File: src/rtl/fetch_pkg.sv
// fetch_pkg: shared types and encodings for the instruction-fetch sequencer.
// Holds the sequencer state enum, the pc_sel/branch_sel encodings, the
// default reset/interrupt vectors, and the branch-offset scaling helper.
package fetch_pkg;

    // Sequencer states
    typedef enum logic [1:0] {
        ST_BOOT  = 2'd0,
        ST_FETCH = 2'd1,
        ST_HOLD  = 2'd2
    } fetch_state_t;

    // pc_sel encodings
    localparam logic [1:0] PC_SEL_RESET  = 2'b00;
    localparam logic [1:0] PC_SEL_IRQ    = 2'b01;
    localparam logic [1:0] PC_SEL_SEQ    = 2'b10;
    localparam logic [1:0] PC_SEL_BRANCH = 2'b11;

    // branch_sel encodings
    localparam logic [1:0] BR_SEL_OFFSET = 2'b00;
    localparam logic [1:0] BR_SEL_REG    = 2'b01;
    localparam logic [1:0] BR_SEL_IMM    = 2'b10;
    localparam logic [1:0] BR_SEL_SEQ    = 2'b11;

    // Default vectors
    localparam logic [31:0] DEFAULT_RESET_VEC = 32'h0000_0000;
    localparam logic [31:0] DEFAULT_IRQ_VEC   = 32'h0000_0080;

    // Signed word offset to a byte offset: sign-extend and scale by 4.
    function automatic logic [31:0] offset_bytes(input logic [15:0] off);
        return {{14{off[15]}}, off, 2'b00};
    endfunction

endpackage

File: src/rtl/br_target.sv
// br_target: combinational branch/jump target selection.
// Computes the redirect address from the decode PC and the branch operands.
// branch_sel=11 falls back to the sequential address pc+4.
module br_target
    import fetch_pkg::*;
(
    input  logic [31:0] pc,
    input  logic [15:0] br_offset,
    input  logic [25:0] jmp_index,
    input  logic [31:0] jmp_reg,
    input  logic [1:0]  branch_sel,
    output logic [31:0] target
);

    logic [31:0] pc_plus4;

    assign pc_plus4 = pc + 32'd4;

    // Select the redirect address for the current branch kind
    always_comb begin
        target = pc_plus4;
        unique case (branch_sel)
            BR_SEL_OFFSET: target = pc_plus4 + offset_bytes(br_offset);
            BR_SEL_REG:    target = jmp_reg;
            BR_SEL_IMM:    target = {pc_plus4[31:28], jmp_index, 2'b00};
            BR_SEL_SEQ:    target = pc_plus4;
            default:       target = pc_plus4;
        endcase
    end

endmodule

File: src/rtl/fetch_sequencer.sv
// fetch_sequencer: PC owner and instruction-fetch sequencer.
// BOOT -> FETCH (imem_req held until imem_ack) -> HOLD (instr_valid held
// until decode issues) -> FETCH ...  The next fetch address is chosen on
// issue with priority eret > interrupt > pc_sel decode.
//
// Handshake: imem_req rises with imem_addr and both stay constant until a
// cycle in which imem_ack=1 is sampled; imem_ack is ignored while
// imem_req=0.  instr_valid stays high with pc stable until a cycle in
// which issue=1 is sampled; issue is ignored outside HOLD.
//
// Optional feature macro: BR_DELAY_SLOT_EN (single branch delay slot).
module fetch_sequencer
    import fetch_pkg::*;
#(
    parameter logic [31:0] RESET_VEC = DEFAULT_RESET_VEC,
    parameter logic [31:0] IRQ_VEC   = DEFAULT_IRQ_VEC
) (
    input  logic         clk,
    input  logic         reset_n,
    input  logic [1:0]   pc_sel,
    input  logic [1:0]   branch_sel,
    input  logic [15:0]  br_offset,
    input  logic [25:0]  jmp_index,
    input  logic [31:0]  jmp_reg,
    input  logic         issue,
    input  logic         eret,
    input  logic         irq,
    output logic         imem_req,
    output logic [31:0]  imem_addr,
    input  logic         imem_ack,
    output logic         instr_valid,
    output logic [31:0]  pc,
    output logic [31:0]  link_addr,
    output logic [31:0]  epc,
    output logic         irq_taken,
    output fetch_state_t fsm_state
);

    fetch_state_t state;
    logic [31:0]  fetch_pc;
    logic         irq_mask;
    logic [31:0]  pc_plus4;
    logic [31:0]  br_tgt;
    logic [31:0]  flow_next;
    logic [31:0]  next_pc;
    logic         take_irq;
    logic         is_redirect;

`ifdef BR_DELAY_SLOT_EN
    logic [31:0]  pend_pc;
    logic         pend_valid;
`endif

    assign pc_plus4  = pc + 32'd4;
    assign fsm_state = state;

`ifdef BR_DELAY_SLOT_EN
    // The delay-slot instruction sits between the branch and its return point
    assign link_addr = pc + 32'd8;
`else
    assign link_addr = pc_plus4;
`endif

    br_target u_br_target (
        .pc         (pc),
        .br_offset  (br_offset),
        .jmp_index  (jmp_index),
        .jmp_reg    (jmp_reg),
        .branch_sel (branch_sel),
        .target     (br_tgt)
    );

    // branch_sel=11 under pc_sel=11 is not a real redirect
    assign is_redirect = (pc_sel == PC_SEL_BRANCH) && (branch_sel != BR_SEL_SEQ);

    // Normal-flow address from pc_sel; with a delay slot a redirect first
    // fetches the sequential slot and parks the target in pend_pc.
    always_comb begin
        flow_next = pc_plus4;
        unique case (pc_sel)
            PC_SEL_RESET:  flow_next = RESET_VEC;
            PC_SEL_IRQ:    flow_next = IRQ_VEC;
            PC_SEL_SEQ:    flow_next = pc_plus4;
`ifdef BR_DELAY_SLOT_EN
            PC_SEL_BRANCH: flow_next = is_redirect ? pc_plus4 : br_tgt;
`else
            PC_SEL_BRANCH: flow_next = br_tgt;
`endif
            default:       flow_next = pc_plus4;
        endcase
    end

    // Interrupt acceptance; with a delay slot an interrupt is also refused on
    // the branch itself, since epc could not capture both slot and target.
    always_comb begin
`ifdef BR_DELAY_SLOT_EN
        take_irq = irq && !irq_mask && !eret && !pend_valid && !is_redirect;
`else
        take_irq = irq && !irq_mask && !eret;
`endif
    end

    // Final next-fetch priority: eret, pending delay-slot target, interrupt, flow
    always_comb begin
        next_pc = flow_next;
        if (eret) begin
            next_pc = epc;
`ifdef BR_DELAY_SLOT_EN
        end else if (pend_valid) begin
            next_pc = pend_pc;
`endif
        end else if (take_irq) begin
            next_pc = IRQ_VEC;
        end
    end

    // Sequencer FSM with registered outputs
    always_ff @(posedge clk or negedge reset_n) begin
        if (!reset_n) begin
            state       <= ST_BOOT;
            fetch_pc    <= RESET_VEC;
            imem_req    <= 1'b0;
            imem_addr   <= RESET_VEC;
            instr_valid <= 1'b0;
            pc          <= RESET_VEC;
            epc         <= 32'h0000_0000;
            irq_mask    <= 1'b0;
            irq_taken   <= 1'b0;
`ifdef BR_DELAY_SLOT_EN
            pend_pc     <= 32'h0000_0000;
            pend_valid  <= 1'b0;
`endif
        end else begin
            irq_taken <= 1'b0;
            unique case (state)
                ST_BOOT: begin
                    state     <= ST_FETCH;
                    fetch_pc  <= RESET_VEC;
                    imem_addr <= RESET_VEC;
                    imem_req  <= 1'b1;
                end
                ST_FETCH: begin
                    if (imem_ack) begin
                        pc          <= fetch_pc;
                        imem_req    <= 1'b0;
                        instr_valid <= 1'b1;
                        state       <= ST_HOLD;
                    end
                end
                ST_HOLD: begin
                    if (issue) begin
                        fetch_pc    <= next_pc;
                        imem_addr   <= next_pc;
                        imem_req    <= 1'b1;
                        instr_valid <= 1'b0;
                        state       <= ST_FETCH;
                        if (eret) begin
                            irq_mask <= 1'b0;
                        end else if (take_irq) begin
                            epc       <= flow_next;
                            irq_mask  <= 1'b1;
                            irq_taken <= 1'b1;
                        end
`ifdef BR_DELAY_SLOT_EN
                        if (eret || pend_valid) begin
                            pend_valid <= 1'b0;
                        end else if (is_redirect) begin
                            pend_pc    <= br_tgt;
                            pend_valid <= 1'b1;
                        end
`endif
                    end
                end
                default: begin
                    state    <= ST_BOOT;
                    imem_req <= 1'b0;
                end
            endcase
        end
    end

endmodule

File: config.mk
export PLATFORM = sky130hd
export DESIGN_NAME = fetch_sequencer
export DESIGN_NICKNAME = d
export VERILOG_FILES = /design/src/rtl/fetch_pkg.sv /design/src/rtl/br_target.sv /design/src/rtl/fetch_sequencer.sv
export SDC_FILE = /design/constraint.sdc
export NUM_CORES = 1
export LEC_CHECK = 0
export BUFFER_PORTS_ARGS = -buffer_cell sky130_fd_sc_hd__buf_2
export CAP_MARGIN = 20
export CELL_PAD_IN_SITES_DETAIL_PLACEMENT = 1
export CELL_PAD_IN_SITES_GLOBAL_PLACEMENT = 1
export CORE_ASPECT_RATIO = 1.25
export CORE_MARGIN = 2
export CORE_UTILIZATION = 34
export CTS_BUF_LIST = sky130_fd_sc_hd__clkbuf_2
export CTS_CLUSTER_SIZE = 12
export DETAILED_ROUTE_END_ITERATION = 16
export PLACE_DENSITY_LB_ADDON = 0.1
export SKIP_LAST_GASP = 1
export SLEW_MARGIN = 10
export SYNTH_ARGS = -nofsm -noshare
export SYNTH_HDL_FRONTEND = slang
export SYNTH_SLANG_ARGS = --single-unit
File: constraint.sdc
create_clock -name clk -period 9.8 [get_ports clk]
set_clock_uncertainty 0.15 [all_clocks]
set_input_delay 0.49 -clock clk [delete_from_list [all_inputs] [get_ports clk]]
set_output_delay 0.49 -clock clk [all_outputs]
set_load 0.02 [all_outputs]
==> reports/results.tsv, run 1 <==
metric	value	unit
status	finished clean	
clk_latency	0.60	ns
dieHeight	167	um
slew_violations	0	
timing.hold.ws	0.136	ns
drive_gt1_share	28.7	%
ys.flop_type	dfrtp_1	
crit_path_start_kind	flip-flop	
gp_congestion	0.911	
n_antenna_cell	0	
clockBufferDepth	2	
grtUsageTotal	27.1	%
synth_cell_types	74	
io_buffers	216	
rsz0062_at_grt	false	
cts_tree	yes	
ant_nets	0	
grt-ovfl-total	0	
worstPathRequired	10.22	ns
period_share	49.4	%
async_flop_share	100	%
coreArea	20900	um2
relSlewSlack	37.9	%
period_needed	4.84	ns
final_nets	1145	
powerDensity	144	nW/um2
path_class	flip-flop to flip-flop	
route.detailed.wl_per_inst	23.5	um
setup_viol	0	
place_hpwl	23900	um
irDropWorstVdd	94.9	uV
cts_root_buf	clkbuf_2	
crit_fanout	7	
synth_cells	827	
synth-seq-area-share	34.9	%
ys_warn_count	0	
drtIter0Drc	414	
cpMaxStageDelayCell	dfrtp_1	
syn_area	7250	um2
arrival	5.25	ns
die_x	135	um
p_leak	4.55	nW
num_vias	7329	
grt_pass1_wl	46100	um
fp.dieArea	22500	um2
antenna_found_initial	0	
drv_cap	0	
grt_max_degree	59	
wl	30700	um
clk_pin_slew	0.28	ns
setup_tns	0	ns
finalHoldViolations	0	
ys_ff_latch	101	
hp-class	input port to flip-flop	
fmax	207	MHz
final_area	8720	um2
drc	0	
placed_cell_area	8580	um2
areaGrowthSynthToFinish	20.3	%
critical_path.max_stage_delay	0.51	ns
cts.sinks	101	
cts_max_level	3	
synth-edff-count	0	
path_cells	ha_1 > nand3_1 > nor2_1 > nand2_1 > nor3_1 > xnor2_1 > inv_1 > ha_1 > and4_1 > nand2_1 > nor3_1 > o2111ai_1 > nor3b_1 > a31oi_1 > nor2_1 > nor4b_4 > a22o_1	
core.rowCount	59	
tightest_slew	0.929	ns
cts_buffers	9	
viasPerCell	5.62	
initial_core_util	34.7	%
grt_pass1_vias	7421	
first_pass_iters	5	
syn_avg_cell_area	8.77	um2
syn_nets	947	
end_kind	flip-flop	
pin_count	217	
-- stage by stage --
stage	power (W)	utilization [%]	worst slack [ns]	instances
2_1_floorplan	0.000862	-	5.72	827
3_3_place_gp	0.00108	41.1	5.14	1284
3_5_place_dp	0.00109	41.1	5.06	1284
4_1_cts	0.00127	41.7	5.01	1304
5_1_grt	0.00134	41.7	4.67	1304
6_report	0.00126	41.7	4.96	1304
-- path summary, 6_finish.rpt --
check | start | endpoint | slack, ns | cells past startpoint
hold reg to reg | instr_valid$_DFFE_PN0P_ | instr_valid$_DFFE_PN0P_ | 0.37 | 2
max in group asynchronous | reset_n | epc[22]$_DFFE_PN0P_ | 8.08 | 3
setup reg to reg | pc[2]$_DFFE_PN0P_ | epc[31]$_DFFE_PN0P_ | 4.96 | 17
min in group asynchronous | reset_n | fetch_pc[4]$_DFFE_PN0P_ | 0.24 | 2
hold / removal | eret | fetch_pc[7]$_DFFE_PN0P_ | 0.14 | 4
setup / recovery | pc[2]$_DFFE_PN0P_ | epc[31]$_DFFE_PN0P_ | 4.96 | 17
-- worst max-delay path, delay by kind of cell (launching register included) --
kind / cells / cell delay (ns)
buf+inv: 1 / 0.17
xor+xnor: 1 / 0.25
flops: 1 / 0.51
simple gates: 10 / 2.36
compound gates: 3 / 0.69
fa+ha+maj: 2 / 0.67
-- flip-flops by register name (all words and copies together) (netlist names) --
register	count
pc	32
fetch_pc	32
fsm_state	2
instr_valid	1
irq_mask	1
irq_taken	1
epc	32
-- power by group --
part           internal (W)  switching, W  leakage [nW]
registers          0.000469     0.0000625          1.39
clock network     0.0000332      0.000147        0.0501
logic              0.000187      0.000359          3.11
-- Yosys cell counts, drive strengths merged (6+ instances only) --
library cell / n / share of area [%]
xnor2: 28 / 3.6
buf: 7 / 0.53
a22o: 12 / 1.4
nor3: 11 / 0.90
o31ai: 6 / 0.62
o21a: 6 / 0.62
nand2b: 8 / 0.69
nor2: 47 / 2.4
a21o: 25 / 2.6
a21oi: 49 / 3.4
nand4: 13 / 1.5
dfrtp: 101 / 35
and2: 9 / 0.83
nor2b: 6 / 0.52
ha: 35 / 6.0
a31oi: 6 / 0.52
o22ai: 11 / 0.95
inv: 26 / 1.3
a22oi: 25 / 2.6
nand3: 27 / 1.9
mux2: 32 / 5.0
clkbuf: 35 / 1.8
and3: 10 / 0.90
nand2: 95 / 4.9
xor2: 20 / 2.4
o21ai: 99 / 6.9
-- cell families (layout without fill, tap and decap cells) --
kind of cell / after synthesis / in the layout / synth area share [%]
AOI/OAI and AO/OA: 284 / 284 / 25.1
adders and majority gates: 36 / 36 / 6.31
buffers and inverters: 70 / 273 / 3.80
xor gates and xnor gates: 48 / 48 / 6.06
and+or+nand+nor: 250 / 250 / 17.4
muxes: 38 / 38 / 6.49
DFF: 101 / 101 / 34.9
-- placed cells by master (no fill, tap or decap), types with 25 or more instances in the layout --
cell type	n
a21o_1	25
a21oi_1	48
a22oi_1	25
buf_2	215
dfrtp_1	101
ha_1	35
inv_1	26
mux2_2	32
nand2_1	95
nand3_1	27
nor2_1	46
o21ai_0	95
xnor2_1	27
-- metal layers --
layer	up-vias	share of wire, %	GRT usage (%)
li1	3433	-	-
met1	3615	42	33.7
met2	247	51	48.6
met3	34	5.0	4.00
met4	0	2.4	7.46
met5	-	0	0
-- cell type report --
| cell class | instances | area [um2] |
|---|---|---|
| clock inverters | 7 | 52.6 |
| clock buffers | 9 | 45.0 |
| well taps | 274 | 343 |
| flip-flops and latches | 101 | 2530 |
| fillers | 2560 | 12200 |
| multi-input cells | 656 | 4460 |
| repair buffers | 229 | 1190 |
| inverters | 28 | 105 |
-- repair_timing --
item / in CTS / in global routing
setup buffers: 0 / 0
gates resized for setup: 0 / 0
endpoints found under the hold margin: 46 / 0
hold buffers: 4 / 0
No activity file was read; power rests on OpenSTA's default activity.
==> run 2, diff against run 1 <==
clock period = 4.1 ns   (was 9.8 ns; I/O delays follow)
==> reports/results.tsv, run 2 (synthesized netlist as in run 1, its figures left out) <==
metric	value	unit	change
finalHoldViolations	0		unchanged
path_cells	nand4_4 > nor3_2 > buf_4 > nand2_1 > nor2_2 > nand3_1 > xnor2_1 > buf_4 > ha_1 > and4_4 > nand2_1 > nor3_2 > buf_4 > o2111ai_1 > nor3b_1 > a31oi_1 > buf_4 > nor4_2 > nor4b_4 > a22o_1		was ha_1 > nand3_1 > nor2_1 > nand2_1 > nor3_1 > xnor2_1 > inv_1 > ha_1 > and4_1 > nand2_1 > nor3_1 > o2111ai_1 > nor3b_1 > a31oi_1 > nor2_1 > nor4b_4 > a22o_1
fill_cells	2550		was 2560
final_cell_mix	buf_2, buf_4, dfrtp_1		was buf_2, dfrtp_1, nand2_1, o21ai_0, a21oi_1
place_hpwl	25500	um	was 23900 um
areaGrowthSynthToFinish	34.5	%	was 20.3%
viasPerCell	5.55		was 5.62
coreArea	20900	um2	unchanged
clockBufferDepth	2		unchanged
cts_max_level	3		unchanged
drv_cap	0		unchanged
final_common_cell	buf_2		unchanged
slew_violations	0		unchanged
dieHeight	167	um	unchanged
powerDensity	320	nW/um2	was 144 nW/um2
post-route-util	46.7	%	was 41.7%
rr_startpoint	pc[8]$_DFFE_PN0P_		was pc[2]$_DFFE_PN0P_
critical_path.max_stage_delay	0.45	ns	was 0.51 ns
gp_congestion	0.980		was 0.911
tightest_slew	0.911	ns	was 0.929 ns
drtIter0Drc	489		was 414
fmax	251	MHz	was 207 MHz
cts.sinks	101		unchanged
busiest_layer	met2		unchanged
fp.dieArea	22500	um2	unchanged
worstPathRequired	4.48	ns	was 10.22 ns
drive_gt1_share	36.8	%	was 28.7%
placed_cell_area	9270	um2	was 8580 um2
ant_nets	0		unchanged
clk_latency	0.57	ns	was 0.60 ns
use_met2	53.3	%	was 48.6%
grt_pass1_vias	8371		was 7421
cpMaxStageDelayCell	dfrtp_1		unchanged
p_leak	5.17	nW	was 4.55 nW
final_nets	1252		was 1145
grt_pass1_wl	48800	um	was 46100 um
pin_count	217		unchanged
hp-class	input port to flip-flop		unchanged
period_share	97.4	%	was 49.4%
cts_buffers	9		unchanged
met1_usage	32.7	%	was 33.7%
grtUsageTotal	28.3	%	was 27.1%
wl	32100	um	was 30700 um
first_pass_iters	4		was 5
io_buffers	216		unchanged
core.rowCount	59		unchanged
cts_tree	yes		unchanged
n_antenna_cell	0		unchanged
setup_tns	0	ns	unchanged
grt_max_degree	54		was 59
critPathLaunch	pc[8]$_DFFE_PN0P_		was pc[2]$_DFFE_PN0P_
route.detailed.wl_per_inst	22.8	um	was 23.5 um
period_needed	3.99	ns	was 4.84 ns
antenna_found_initial	1		was 0
setup_viol	0		unchanged
num_vias	7835		was 7329
rsz0062_at_grt	true		was false
path_class	flip-flop to flip-flop		unchanged
crit_family	simple AND/OR/NAND/NOR gates		unchanged
clk_pin_slew	0.26	ns	was 0.28 ns
arrival	4.37	ns	was 5.25 ns
final_area	9760	um2	was 8720 um2
status	finished clean		unchanged
cp_common_cell	buf_4		
crit_path_start_kind	flip-flop		unchanged
initial_core_util	34.7	%	unchanged
reg_top3	epc x32, fetch_pc x32, pc x32		unchanged
finalPower	0.00312	W	was 0.00126 W
irDropWorstVdd	167	uV	was 94.9 uV
met3_usage	3.81	%	was 4.00%
drc	0		unchanged
grt-ovfl-total	0		unchanged
cp.buffers_inverters	4		was 1
end_kind	flip-flop		unchanged
relSlewSlack	39.1	%	was 37.9%
hold_path.startpoint	jmp_reg[10]		was eret
cts_root_buf	clkbuf_2		unchanged
die_x	135	um	unchanged
crit_fanout	4		was 7
-- run 2: changes by cell type in the layout (fill, tap and decap cells not counted), moves of 3 or more --
| cell | change |
|---|---|
| a21oi_1 | -3 |
| a21oi_2 | +3 |
| buf_4 | +92 |
| clkinv_1 | +3 |
| clkinvlp_4 | -4 |
| dlygate4sd3_1 | +14 |
| ha_1 | -6 |
| ha_4 | +4 |
| nor2_1 | -3 |
| xnor2_1 | -7 |
| xnor2_2 | +7 |
-- run 2: path summary, 6_finish.rpt --
kind	endpoint	slack [ns]	cells after the start
max reg2reg	epc[31]$_DFFE_PN0P_	0.11	20
min reg2reg	instr_valid$_DFFE_PN0P_	0.38	2
max in group asynchronous	epc[7]$_DFFE_PN0P_	2.37	5
max	epc[31]$_DFFE_PN0P_	0.11	20
min	fetch_pc[10]$_DFFE_PN0P_	0.03	5
min in group asynchronous	pc[4]$_DFFE_PN0P_	0.57	4
-- run 2: metal layers --
metal / share of wire [%] / up-vias / wire, um
met3: 4.4 / 47 / 1410
li1: - / 3659 / -
met4: 3.5 / 2 / 1120
met5: 0.040 / - / 13
met2: 52 / 243 / 16800
met1: 40 / 3884 / 12700
-- run 2: worst min-delay path, stage by stage --
cell       delay, ns
buf_2           0.11
nand2_1         0.06
o211ai_1        0.08
o2111ai_1       0.20
o21ai_0         0.10
-- run 2: metrics by stage --
| step | hold slack, ns | worst slack (ns) | instances |
|---|---|---|---|
| final | 0.0281 | 0.109 | 1411 |
| after floorplan | -0.241 | 0.0240 | 827 |
| after global routing | 0.00226 | -0.114 | 1411 |
| after detailed placement | -0.0341 | 0.00726 | 1375 |
| after CTS | 0.00658 | 0.00473 | 1407 |
| after global placement | -0.0307 | 0.00135 | 1375 |
-- run 2: area by class of cell --
type | count | area (um2) | area share (%)
clock buffers | 10 | 50.0 | 0.513
clock inverters | 6 | 30.0 | 0.308
inverters | 28 | 105 | 1.08
multi-input cells | 656 | 4660 | 47.8
flip-flops and latches | 101 | 2530 | 25.9
well taps | 274 | 343 | 3.51
repair buffers | 336 | 2040 | 20.9
-- run 2: report_power, final --
group / leakage, nW / switching, W / internal [W]
clock: 0.0582 / 0.000319 / 0.0000759
combinational: 3.72 / 0.000926 / 0.000563
sequential: 1.39 / 0.000117 / 0.00112
-- run 2: timing repair --
item                                    in CTS  in global routing
buffers inserted                             0                  1
hold endpoints to repair                   118                  3
pin swaps                                    1                  9
endpoints found under the setup margin       5                 30
resized for setup                            2                 37
hold buffers                                16                  2
==> run 3, diff against run 2 <==
HOLD_SLACK_MARGIN = 0.03   (was unset)
==> reports/results.tsv, run 3 (synthesized netlist as in run 1, its figures left out) <==
metric	value	unit	change
status	finished clean		unchanged
dieHeight	167	um	unchanged
wl	32200	um	was 32100 um
io_buffers	216		unchanged
met3_usage	3.91	%	was 3.81%
arrival	4.36	ns	was 4.37 ns
num_vias	7871		was 7835
met1_usage	32.7	%	unchanged
fp.dieArea	22500	um2	unchanged
drc	0		unchanged
finalHoldViolations	0		unchanged
pin_count	217		unchanged
cts_root_buf	clkbuf_2		unchanged
end_kind	flip-flop		unchanged
finalPower	0.00313	W	was 0.00312 W
grt_pass1_wl	48900	um	was 48800 um
final_area	9800	um2	was 9760 um2
viasPerCell	5.56		was 5.55
clk_pin_slew	0.25	ns	was 0.26 ns
final_nets	1256		was 1252
p_leak	5.18	nW	was 5.17 nW
drv_cap	0		unchanged
grt_max_degree	54		unchanged
cts.sinks	101		unchanged
setup_tns	0	ns	unchanged
cts_tree	yes		unchanged
drive_gt1_share	36.6	%	was 36.8%
place_hpwl	25500	um	unchanged
post-route-util	46.9	%	was 46.7%
areaGrowthSynthToFinish	35.1	%	was 34.5%
grtUsageTotal	28.4	%	was 28.3%
tightest_slew	0.942	ns	was 0.911 ns
grt_pass1_vias	8415		was 8371
relSlewSlack	37.1	%	was 39.1%
busiest_layer	met2		unchanged
multi_input_area	4660	um2	unchanged
core.rowCount	59		unchanged
first_pass_iters	5		was 4
gp_congestion	0.980		unchanged
timing.hold.ws	0.0669	ns	was 0.0281 ns
route.detailed.wl_per_inst	22.7	um	was 22.8 um
fmax	251	MHz	about the same
drtIter0Drc	440		was 489
clockBufferDepth	2		unchanged
period_share	97.1	%	was 97.4%
crit_path_start_kind	flip-flop		unchanged
antenna_found_initial	1		unchanged
ant_nets	0		unchanged
crit_fanout	4		unchanged
clk_latency	0.56	ns	was 0.57 ns
cts_buffers	9		unchanged
period_needed	3.98	ns	was 3.99 ns
seq_area	2530	um2	unchanged
final_cell_mix	buf_2, buf_4, dfrtp_1		unchanged
final_common_cell	buf_2		unchanged
grt-ovfl-total	0		unchanged
irDropWorstVdd	168	uV	was 167 uV
slew_violations	0		unchanged
path_class	flip-flop to flip-flop		unchanged
fill_cells	2551		was 2550
initial_core_util	34.7	%	unchanged
coreArea	20900	um2	unchanged
use_met2	53.2	%	was 53.3%
die_x	135	um	unchanged
rsz0062_at_grt	true		unchanged
worstPathRequired	4.48	ns	about the same
hp-class	input port to flip-flop		unchanged
reg_top3	epc x32, fetch_pc x32, pc x32		unchanged
placed_cell_area	9270	um2	unchanged
n_antenna_cell	0		unchanged
cts_max_level	3		unchanged
powerDensity	320	nW/um2	about the same
setup_viol	0		unchanged
run 3: changes by cell type in the layout (fill, tap and decap cells not counted):
cell / delta
dlygate4sd3_1: +4
run 3: worst max-delay path: stages (launching register included):
cell	delay, ns
dfrtp_1	0.45
nand4_4	0.16
nor3_2	0.22
buf_4	0.14
nand2_1	0.06
nor2_2	0.14
nand3_1	0.12
xnor2_1	0.16
buf_4	0.16
ha_1	0.32
and4_4	0.23
nand2_1	0.08
nor3_2	0.14
buf_4	0.14
o2111ai_1	0.12
nor3b_1	0.17
a31oi_1	0.27
buf_4	0.18
nor4_2	0.05
nor4b_4	0.34
a22o_1	0.17
run 3: per-layer routing:
metal | vias up | share of wire, %
met1 | 3900 | 40
met5 | - | 0.040
met3 | 49 | 4.2
li1 | 3662 | -
met4 | 2 | 3.7
met2 | 258 | 52
run 3: final cells by class:
type / count / share of cell area (%)
sequential: 101 / 25.8
tap: 274 / 3.50
clock buffer: 10 / 0.511
clock inverter: 6 / 0.307
timing repair buffer: 340 / 21.2
multi-input combinational: 656 / 47.6
inverter: 28 / 1.07
run 3: final timing paths:
kind / from / to / slack (ns) / cells after the start
worst max-delay path: pc[8]$_DFFE_PN0P_ / epc[31]$_DFFE_PN0P_ / 0.12 / 20
worst min-delay path: jmp_index[10] / fetch_pc[12]$_DFFE_PN0P_ / 0.07 / 5
worst max register to register: pc[8]$_DFFE_PN0P_ / epc[31]$_DFFE_PN0P_ / 0.12 / 20
worst min register to register: instr_valid$_DFFE_PN0P_ / instr_valid$_DFFE_PN0P_ / 0.38 / 2
max in group asynchronous: reset_n / epc[7]$_DFFE_PN0P_ / 2.35 / 5
min in group asynchronous: reset_n / fetch_pc[11]$_DFFE_PN0P_ / 0.59 / 4
run 3: power by group:
| group | switching [W] | total, W | internal, W | leakage, nW |
|---|---|---|---|---|
| clock network | 0.000317 | 0.000393 | 0.0000760 | 0.0582 |
| registers | 0.000117 | 0.00124 | 0.00112 | 1.39 |
| logic | 0.000932 | 0.00150 | 0.000571 | 3.73 |
run 3: per-stage QoR:
stage	std cells	setup slack (ns)
2_1_floorplan	827	0.0240
3_3_place_gp	1375	0.00135
3_5_place_dp	1375	0.00726
4_1_cts	1413	0.00473
5_1_grt	1415	-0.114
6_report	1415	0.118
run 3: repair_timing:
action | 4_1_cts | 5_1_grt
hold buffers | 22 | 0
setup buffers | 0 | 1
pin swaps | 1 | 9
endpoints found under the hold margin | 125 | 0
setup endpoints to repair | 5 | 32
gates resized for setup | 2 | 37
